===== config.mk =====
export PLATFORM = sky130hd
export DESIGN_NAME = ls_queue
export DESIGN_NICKNAME = d
export VERILOG_FILES = /design/src/rtl/ls_queue.sv
export SDC_FILE = /design/constraint.sdc
export NUM_CORES = 2
export LEC_CHECK = 0
export CAP_MARGIN = 20
export CORE_MARGIN = 3
export CORE_UTILIZATION = 35
export DETAILED_ROUTE_END_ITERATION = 10
export HOLD_SLACK_MARGIN = 0.1
export SLEW_MARGIN = 20
export SYNTH_ARGS = -nofsm -noshare
export SYNTH_HDL_FRONTEND = slang
export SYNTH_SLANG_ARGS = --single-unit

===== constraint.sdc =====
create_clock -name clk -period 21.3 [get_ports clk]
set_clock_uncertainty 0.05 [all_clocks]
set_input_delay 4.26 -clock clk [delete_from_list [all_inputs] [get_ports clk]]
set_output_delay 4.26 -clock clk [all_outputs]
set_load 0.05 [all_outputs]

===== src/rtl/ls_queue.sv =====
// In-order load/store queue: snoops the ALU and LS CDBs, issues from head to memory, broadcasts load results.
// Optional LSQ_ALLOC_BYPASS_EN: capture same-cycle CDB values into operands at allocation.
module ls_queue #(
  parameter int LSQ_DEPTH = 8,
  parameter int ROB_TAG_W = 4,
  parameter int DATA_W    = 32
) (
  input  logic                 clk,
  input  logic                 rst,
  input  logic                 ena,
  input  logic                 in_alloc_ena,
  input  logic                 in_alloc_is_store,
  input  logic [1:0]           in_alloc_width,
  input  logic                 in_alloc_signed,
  input  logic [ROB_TAG_W-1:0] in_alloc_rob_tag,
  input  logic [ROB_TAG_W-1:0] in_alloc_base_tag,
  input  logic [DATA_W-1:0]    in_alloc_base_value,
  input  logic [ROB_TAG_W-1:0] in_alloc_data_tag,
  input  logic [DATA_W-1:0]    in_alloc_data_value,
  input  logic [DATA_W-1:0]    in_alloc_offset,
  output logic                 out_full,
  input  logic [ROB_TAG_W-1:0] in_cdb_rob_tag,
  input  logic [DATA_W-1:0]    in_cdb_value,
  input  logic [ROB_TAG_W-1:0] in_committed_rob_tag,
  input  logic                 in_misbranch,
  output logic                 out_mem_req,
  output logic                 out_mem_we,
  output logic [DATA_W-1:0]    out_mem_addr,
  output logic [DATA_W-1:0]    out_mem_wdata,
  output logic [1:0]           out_mem_width,
  input  logic                 in_mem_ack,
  input  logic [DATA_W-1:0]    in_mem_rdata,
  output logic [ROB_TAG_W-1:0] out_ls_cdb_rob_tag,
  output logic [DATA_W-1:0]    out_ls_cdb_value
);

  localparam int PTR_W = $clog2(LSQ_DEPTH);
  localparam logic [PTR_W:0]   CNT_ONE  = (PTR_W+1)'(1);
  localparam logic [PTR_W:0]   CNT_FULL = (PTR_W+1)'(LSQ_DEPTH);
  localparam logic [PTR_W-1:0] PTR_ONE  = PTR_W'(1);

  typedef enum logic [1:0] {IDLE, WAIT_MEM, DRAIN} state_t;

  logic                 r_valid     [LSQ_DEPTH];
  logic                 r_isStore   [LSQ_DEPTH];
  logic [1:0]           r_width     [LSQ_DEPTH];
  logic                 r_signed    [LSQ_DEPTH];
  logic [ROB_TAG_W-1:0] r_robTag    [LSQ_DEPTH];
  logic [ROB_TAG_W-1:0] r_baseTag   [LSQ_DEPTH];
  logic [DATA_W-1:0]    r_baseVal   [LSQ_DEPTH];
  logic [ROB_TAG_W-1:0] r_dataTag   [LSQ_DEPTH];
  logic [DATA_W-1:0]    r_dataVal   [LSQ_DEPTH];
  logic [DATA_W-1:0]    r_offset    [LSQ_DEPTH];
  logic                 r_committed [LSQ_DEPTH];
  logic [PTR_W-1:0]     r_head, r_tail;
  logic [PTR_W:0]       r_count;
  state_t               r_state;

  logic                 w_valid     [LSQ_DEPTH];
  logic                 w_isStore   [LSQ_DEPTH];
  logic [1:0]           w_width     [LSQ_DEPTH];
  logic                 w_signed    [LSQ_DEPTH];
  logic [ROB_TAG_W-1:0] w_robTag    [LSQ_DEPTH];
  logic [ROB_TAG_W-1:0] w_baseTag   [LSQ_DEPTH];
  logic [DATA_W-1:0]    w_baseVal   [LSQ_DEPTH];
  logic [ROB_TAG_W-1:0] w_dataTag   [LSQ_DEPTH];
  logic [DATA_W-1:0]    w_dataVal   [LSQ_DEPTH];
  logic [DATA_W-1:0]    w_offset    [LSQ_DEPTH];
  logic                 w_committed [LSQ_DEPTH];
  logic [PTR_W-1:0]     w_head, w_tail, w_idx;
  logic [PTR_W:0]       w_count, w_prefix;
  logic                 w_run, w_deq, w_headIsLoad;
  state_t               w_state;
  logic                 w_memReq, w_memWe;
  logic [DATA_W-1:0]    w_memAddr, w_memWdata;
  logic [1:0]           w_memWidth;
  logic [ROB_TAG_W-1:0] w_cdbTag;
  logic [DATA_W-1:0]    w_cdbValue;

  assign out_full = (r_count == CNT_FULL);

  function automatic logic [DATA_W-1:0] extendLoad(input logic [1:0] width, input logic sgn,
                                                   input logic [DATA_W-1:0] d);
    case (width)
      2'b00:   extendLoad = {{(DATA_W-8){sgn & d[7]}}, d[7:0]};
      2'b01:   extendLoad = {{(DATA_W-16){sgn & d[15]}}, d[15:0]};
      default: extendLoad = d;
    endcase
  endfunction

  // Next-state ordering: snoop, commit, flush (keeps committed prefix), dequeue, then alloc.
  always_comb begin
    w_valid = r_valid; w_isStore = r_isStore; w_width = r_width; w_signed = r_signed;
    w_robTag = r_robTag; w_baseTag = r_baseTag; w_baseVal = r_baseVal;
    w_dataTag = r_dataTag; w_dataVal = r_dataVal; w_offset = r_offset;
    w_committed = r_committed;
    w_head = r_head; w_tail = r_tail; w_count = r_count; w_idx = r_head;
    w_prefix = '0; w_run = 1'b1;
    w_state = r_state;
    w_memReq = out_mem_req; w_memWe = out_mem_we; w_memAddr = out_mem_addr;
    w_memWdata = out_mem_wdata; w_memWidth = out_mem_width;
    w_cdbTag = '0; w_cdbValue = '0;
    w_deq = (r_state == WAIT_MEM) && in_mem_ack;
    w_headIsLoad = !r_isStore[r_head];

    for (int i = 0; i < LSQ_DEPTH; i++) begin
      if (r_valid[i]) begin
        if (in_cdb_rob_tag != '0 && r_baseTag[i] == in_cdb_rob_tag) begin
          w_baseTag[i] = '0; w_baseVal[i] = in_cdb_value;
        end else if (out_ls_cdb_rob_tag != '0 && r_baseTag[i] == out_ls_cdb_rob_tag) begin
          w_baseTag[i] = '0; w_baseVal[i] = out_ls_cdb_value;
        end
        if (in_cdb_rob_tag != '0 && r_dataTag[i] == in_cdb_rob_tag) begin
          w_dataTag[i] = '0; w_dataVal[i] = in_cdb_value;
        end else if (out_ls_cdb_rob_tag != '0 && r_dataTag[i] == out_ls_cdb_rob_tag) begin
          w_dataTag[i] = '0; w_dataVal[i] = out_ls_cdb_value;
        end
        if (in_committed_rob_tag != '0 && r_robTag[i] == in_committed_rob_tag)
          w_committed[i] = 1'b1;
      end
    end

    for (int i = 0; i < LSQ_DEPTH; i++) begin
      w_idx = r_head + PTR_W'(i);
      if (w_run && w_valid[w_idx] && w_isStore[w_idx] && w_committed[w_idx])
        w_prefix = w_prefix + CNT_ONE;
      else
        w_run = 1'b0;
    end

    if (in_misbranch) begin
      for (int i = 0; i < LSQ_DEPTH; i++)
        if (!w_committed[i]) w_valid[i] = 1'b0;
      w_tail  = r_head + w_prefix[PTR_W-1:0];
      w_count = w_prefix;
    end

    // A flushed head load is already gone; its ack only releases the bus.
    if (w_deq && !(in_misbranch && w_headIsLoad)) begin
      w_valid[r_head] = 1'b0;
      w_head  = r_head + PTR_ONE;
      w_count = w_count - CNT_ONE;
    end

    if (in_alloc_ena && !out_full && !in_misbranch) begin
      w_valid[r_tail]     = 1'b1;
      w_isStore[r_tail]   = in_alloc_is_store;
      w_width[r_tail]     = in_alloc_width;
      w_signed[r_tail]    = in_alloc_signed;
      w_robTag[r_tail]    = in_alloc_rob_tag;
      w_baseTag[r_tail]   = in_alloc_base_tag;
      w_baseVal[r_tail]   = in_alloc_base_value;
      w_dataTag[r_tail]   = in_alloc_data_tag;
      w_dataVal[r_tail]   = in_alloc_data_value;
      w_offset[r_tail]    = in_alloc_offset;
      w_committed[r_tail] = 1'b0;
`ifdef LSQ_ALLOC_BYPASS_EN
      if (in_cdb_rob_tag != '0 && in_alloc_base_tag == in_cdb_rob_tag) begin
        w_baseTag[r_tail] = '0; w_baseVal[r_tail] = in_cdb_value;
      end else if (out_ls_cdb_rob_tag != '0 && in_alloc_base_tag == out_ls_cdb_rob_tag) begin
        w_baseTag[r_tail] = '0; w_baseVal[r_tail] = out_ls_cdb_value;
      end
      if (in_cdb_rob_tag != '0 && in_alloc_data_tag == in_cdb_rob_tag) begin
        w_dataTag[r_tail] = '0; w_dataVal[r_tail] = in_cdb_value;
      end else if (out_ls_cdb_rob_tag != '0 && in_alloc_data_tag == out_ls_cdb_rob_tag) begin
        w_dataTag[r_tail] = '0; w_dataVal[r_tail] = out_ls_cdb_value;
      end
`endif
      w_tail  = r_tail + PTR_ONE;
      w_count = w_count + CNT_ONE;
    end

    // Issue looks at the head as it will be after this edge, so the request register fills one cycle later.
    case (r_state)
      IDLE: begin
        if (w_valid[w_head] && w_baseTag[w_head] == '0 &&
            (!w_isStore[w_head] || (w_dataTag[w_head] == '0 && w_committed[w_head]))) begin
          w_state    = WAIT_MEM;
          w_memReq   = 1'b1;
          w_memWe    = w_isStore[w_head];
          w_memAddr  = w_baseVal[w_head] + w_offset[w_head];
          w_memWidth = w_width[w_head];
          if (w_isStore[w_head]) w_memWdata = w_dataVal[w_head];
        end
      end
      WAIT_MEM: begin
        if (in_mem_ack) begin
          w_state  = IDLE;
          w_memReq = 1'b0;
          if (w_headIsLoad && !in_misbranch) begin
            w_cdbTag   = r_robTag[r_head];
            w_cdbValue = extendLoad(r_width[r_head], r_signed[r_head], in_mem_rdata);
          end
        end else if (in_misbranch && w_headIsLoad) begin
          w_state = DRAIN;
        end
      end
      DRAIN: begin
        if (in_mem_ack) begin
          w_state  = IDLE;
          w_memReq = 1'b0;
        end
      end
      default: w_state = IDLE;
    endcase
  end

  always_ff @(posedge clk) begin
    if (rst) begin
      for (int i = 0; i < LSQ_DEPTH; i++) begin
        r_valid[i] <= 1'b0; r_isStore[i] <= 1'b0; r_width[i] <= '0; r_signed[i] <= 1'b0;
        r_robTag[i] <= '0; r_baseTag[i] <= '0; r_baseVal[i] <= '0; r_dataTag[i] <= '0;
        r_dataVal[i] <= '0; r_offset[i] <= '0; r_committed[i] <= 1'b0;
      end
      r_head <= '0; r_tail <= '0; r_count <= '0;
      r_state <= IDLE;
      out_mem_req <= 1'b0; out_mem_we <= 1'b0; out_mem_addr <= '0;
      out_mem_wdata <= '0; out_mem_width <= '0;
      out_ls_cdb_rob_tag <= '0; out_ls_cdb_value <= '0;
    end else if (ena) begin
      r_valid <= w_valid; r_isStore <= w_isStore; r_width <= w_width; r_signed <= w_signed;
      r_robTag <= w_robTag; r_baseTag <= w_baseTag; r_baseVal <= w_baseVal;
      r_dataTag <= w_dataTag; r_dataVal <= w_dataVal; r_offset <= w_offset;
      r_committed <= w_committed;
      r_head <= w_head; r_tail <= w_tail; r_count <= w_count;
      r_state <= w_state;
      out_mem_req <= w_memReq; out_mem_we <= w_memWe; out_mem_addr <= w_memAddr;
      out_mem_wdata <= w_memWdata; out_mem_width <= w_memWidth;
      out_ls_cdb_rob_tag <= w_cdbTag; out_ls_cdb_value <= w_cdbValue;
    end
  end

endmodule


Word-level counts from Yosys, hierarchy flattened
Index checks and enable logic that the tools add are counted.
- $add $sub $neg: 19
- $mul: 0
- div/mod/pow operators: 0
- $lt $le $gt $ge: 12
- equal/unequal tests: 48
- shift-type cells: 0
- muxes and demuxes: 294
- bitwise gates (word level): 17
- reduce and logical (&&, ||, !) cells: 96
- operators by type and width (cell ; number):
    two-way mux 32 bit ; 60
    bitwise mux 256 bit ; 3
    two-way mux 256 bit ; 3
    binary-select mux 32 bit (select 3 bit) ; 3
    two-way mux 4 bit ; 68
    equality test 4 bit ; 40
    bitwise mux 32 bit ; 3
    demux 32 bit (select 3 bit) ; 1
    two-way mux 1 bit ; 92
    binary-select mux 1 bit (select 3 bit) ; 28
    logical AND 1 bit ; 74
    one-hot mux 32 bit (2 select lines) ; 1
    >= comparator 4 bit (second input constant) ; 10
    two-way mux 8 bit ; 5
    NOT 3 -> 4 bit ; 10
    binary-select mux 4 bit (select 3 bit) ; 3
    adder 32 bit ; 1
    adder 4 x 1 -> 4 bit (second input constant) ; 8
    two-way mux 2 bit ; 9
    AND 8 bit ; 2
    bitwise mux 16 bit ; 1
    bitwise mux 8 bit ; 2
    two-way mux 16 bit ; 1
    NOT 8 bit ; 2
    31 further kinds ; 56
- register bits after elaboration: 1028
- latch bits: 0
- memory bits (writable): 0
- ROM bits: 0
- bits of input ports: 190
- memories: 0

Depth between registers and ports, before layout
- word-level depth: 42
- depth in mapped cells: 38
- depth with buffers taken out: 36

Least setup slack after synthesis
No wires, ideal clock.
- kind: input to register
- from: input port in_committed_rob_tag[2]
- to: register r_count[2]
- library setup time: 86 ps
- arrival time: 10758 ps
- required time: 21164 ps
- slack: 10406 ps
- stages on the path: 37
- buffers on the path: 2
- cell sequence: buf_6 > buf_6 > xnor2_2 > and4_4 > a21oi_2 > o32a_1 > mux4_2 > nor2b_1 > ha_1 > inv_1 > nor4_1 > nor2_1 > xnor2_1 > ha_1 > nor2_1 > nor2_1 > ha_1 > inv_1 > o32a_1 > inv_1 > ha_1 > inv_1 > a21boi_0 > ha_1 > o21ai_0 > a21boi_2 > ha_1 > mux2_2 > mux2i_1 > mux2i_1 > mux2_2 > xnor2_1 > ha_1 > nand2_1 > xor2_1 > xnor2_1 > a211oi_1
- longest elaborated chain between the ends: 42
- ends and longest elaborated chain (item ; line ; source):
    start: declaration ; 24 ; input logic [ROB_TAG_W-1:0] in_committed_rob_tag,
    branches (longest 36 deep; another with adder 4 x 1 -> 4 bit) ; -- ;
    two-way mux 4 bit (*) ; 125 ; if (w_run && w_valid[w_idx] && w_isStore[w_idx] && w_committed[w_idx])
    two-way mux 4 bit (*) ; 131 ; if (in_misbranch) begin
    subtractor 4 x 1 -> 4 bit ; 142 ; w_count = w_count - CNT_ONE;
    two-way mux 4 bit (*) ; 139 ; if (w_deq && !(in_misbranch && w_headIsLoad)) begin
    adder 4 x 1 -> 4 bit ; 170 ; w_count = w_count + CNT_ONE;
    two-way mux 4 bit (*) ; 145 ; if (in_alloc_ena && !out_full && !in_misbranch) begin
    end signal: assignment ; 225 ; r_head <= w_head; r_tail <= w_tail; r_count <= w_count;
    end: declaration ; 56 ; logic [PTR_W:0] r_count;
Mark *: on every way between the ends. The select of a mux whose other input is x is not followed.
A chain may end at the register's enable or synchronous reset.

Worst setup path after layout
Same ends and word-level chain as after synthesis.

==> results.yml <==
global_route:
  grt_pass1_wl_um: 429000
  grt_use_total_pct: 30.3
  grt_pass1_vias: 63920
  grt_max_degree: 218
  antenna_found_initial: 55
  gr-total-overflow: 0
floorplanning:
  start_util_pct: 35.4
  rows: 155
  die_w_um: 432
  dieHeight_um: 432
  dieArea_mm2: 0.187
  pin_count: 295
  coreArea_mm2: 0.180
clock_tree:
  root_buffer: "clkbuf_16"
  clockBufferDepth: 3
  cts.htree.levels: 3
  cts_tree: "built"
  cts_hold_buf: 0
  post_cts_buffers: 0
  cts_inserted_buffers: 119
  worstSkewPairLatency_ns: 0.85
  cts_resized: 0
  clk_pin_slew_worst_paths_ns: 0.06
  clock-sinks: 1028
detailed_routing:
  first_pass_iters: 9
  drt_iter0_drc: 9856
  vias: 68064
  avgViaCountPerCell: 6.45
  ant_nets: 0
  drc: 0
  wl_per_cell_um: 28.2
  wirelength_um: 298000
finish:
  drive_gt1_share_pct: 8.07
  final_nets: 8326
  final.fill_count: 18104
  multi_input_area_mm2: 0.0395
  areaGrowthSynthToFinish_pct: 13.0
  seq_area_mm2: 0.0206
critical_path:
  arrival_ns: 12.54
  slowest_delay_ns: 0.93
  crit_path_end_kind: "flop"
  cp_max_fo: 14
  start_kind: "input pin"
  cp_slowest_cell: "clkdlybuf4s50_1"
  cp_common_cell: "ha_1"
  path_class: "in -> reg"
  cp.required_ns: 21.94
sta:
  tns_ns: 0
  final_max_slew_viol_count: 0
  tightestPinTransition_ns: 1.32
  relSlewSlack_pct: 12.0
  finalSetupViolCount: 0
  fmax_mhz: 84.0
  rsz0062_at_grt: "false"
  fin_crit_ns: 11.91
  hold_ws_ns: 0.402
  hold_viol: 0
  finalCritPeriodShare_pct: 55.9
yosys:
  synth_ff_type: "dfxtp_1"
  synth_edf_count: 0
  synth_area_leaders: "dfxtp_1, nor2_1, nand2_1"
  synth_top_area_share_pct: 32.4
  yosys-top-cells-count: "nor2_1, nand2_1, dfxtp_1"
  synth_top_area_cell: "dfxtp_1"
  ys_ff_latch: 1028
  ys_seq_area_share_pct: 32.4
  yosysMostFrequentCell: "nor2_1"
  avgSynthCellArea_um2: 7.50
  synth_area_mm2: 0.0636
  async_flop_share_pct: 0
  yosys.cell_types.count: 87
  postSynthCellCount: 8480
  synth_nets: 8722
  yosysWarnings: 0
min_path:
  hold_class: "reg -> reg"
status:
  outcome: "finished clean"
pwr:
  cellPowerDensity_mw_per_mm2: 66.7
  power_w: 0.00479
  peakVddDrop_mv: 0.0716
  power_leakage_nw: 25.4
placed_design:
  port_buffers: 294
  gp_congestion: 0.944
  dp_hpwl_um: 176000
flow_run:
  maxCapViolations: 0
logic make-up after synthesis:
logic type / count (synthesis) / synth area share (%)
AND/OR/NAND/NOR: 3182 / 20.0
AO/OA/AOI/OAI: 2553 / 27.9
buffers and inverters: 1048 / 6.40
flip-flops: 1028 / 32.4
multiplexers: 409 / 9.31
XOR/XNOR: 208 / 2.93
adder cells (fa/ha/maj): 52 / 1.05
layout by cell type, fill, tap and decap left out, types with 120 or more instances in the layout:
master / instances
a211oi_1: 182
a21oi_1: 733
a221oi_1: 247
a22o_1: 453
a22oi_1: 280
buf_4: 199
clkbuf_16: 120
clkdlybuf4s50_1: 292
dfxtp_1: 1019
mux2i_1: 253
mux4_2: 144
nand2_1: 1063
nor2_1: 1676
nor3_1: 228
o21a_1: 206
o22ai_1: 199
xnor2_1: 137
final timing paths:
| kind | slack [ns] | cells after the start | startpoint | end |
|---|---|---|---|---|
| max | 9.39 | 37 | in_committed_rob_tag[2] | r_count[2]$_SDFFE_PP0P_ |
| min | 0.40 | 2 | out_mem_addr[17]$_SDFFE_PP0P_ | out_mem_addr[17]$_SDFFE_PP0P_ |
| max reg2reg | 12.64 | 22 | r_head[0]$_SDFFE_PP0P_ | out_mem_addr[31]$_SDFFE_PP0P_ |
| min reg2reg | 0.40 | 2 | out_mem_addr[17]$_SDFFE_PP0P_ | out_mem_addr[17]$_SDFFE_PP0P_ |
worst max-delay path: cells and delay by family:
kind | cells | cell delay (ns)
mux | 4 | 0.82
buf+inv | 5 | 1.23
compound gates | 9 | 2.17
simple gates | 7 | 1.28
fa+ha+maj | 7 | 1.80
xor+xnor | 5 | 0.96
power breakdown:
part / switching [W] / internal [W]
combinational: 0.000475 / 0.000228
clock: 0.000922 / 0.00118
sequential: 0.0000344 / 0.00195
total: 0.00143 / 0.00336
per-layer routing:
metal | vias to the layer above | global-route usage [%] | part of all wire [%]
met5 | - | 0.156 | 0.064
met4 | 24 | 21.3 | 7.5
met3 | 1135 | 8.18 | 12
met2 | 4806 | 45.9 | 43
met1 | 32608 | 37.1 | 37
li1 | 29491 | - | -
metrics by stage:
stage	setup slack (ns)	area, µm²	std cells	util [%]
after CTS	9.48	71700	10521	39.9
after global routing	8.60	71800	10551	40.0
after floorplan	10.41	63600	8480	-
after global placement	8.65	67800	10314	37.7
final	9.39	71800	10556	40.0
after detailed placement	8.72	67800	10317	37.8
cell type report:
type | count | area share (%)
Antenna cell | 34 | 0.118
Clock buffer | 166 | 4.67
Timing Repair Buffer | 503 | 6.47
Sequential cell | 1028 | 28.7
Clock inverter | 38 | 0.742
Tap cell | 2355 | 4.10
Inverter | 28 | 0.157
Multi-Input combinational cell | 6404 | 55.0
registers in the layout (all words and copies together), names as in the netlist, 8 cells and up:
| signal | count |
|---|---|
| out_ls_cdb_value | 32 |
| out_mem_addr | 32 |
| out_mem_wdata | 32 |
| r_baseTag | 32 |
| r_baseVal | 256 |
| r_committed | 8 |
| r_dataTag | 32 |
| r_dataVal | 256 |
| r_isStore | 8 |
| r_offset | 256 |
| r_robTag | 32 |
| r_signed | 8 |
| r_valid | 8 |
| r_width | 16 |
Power figures use the tool's default switching activity.
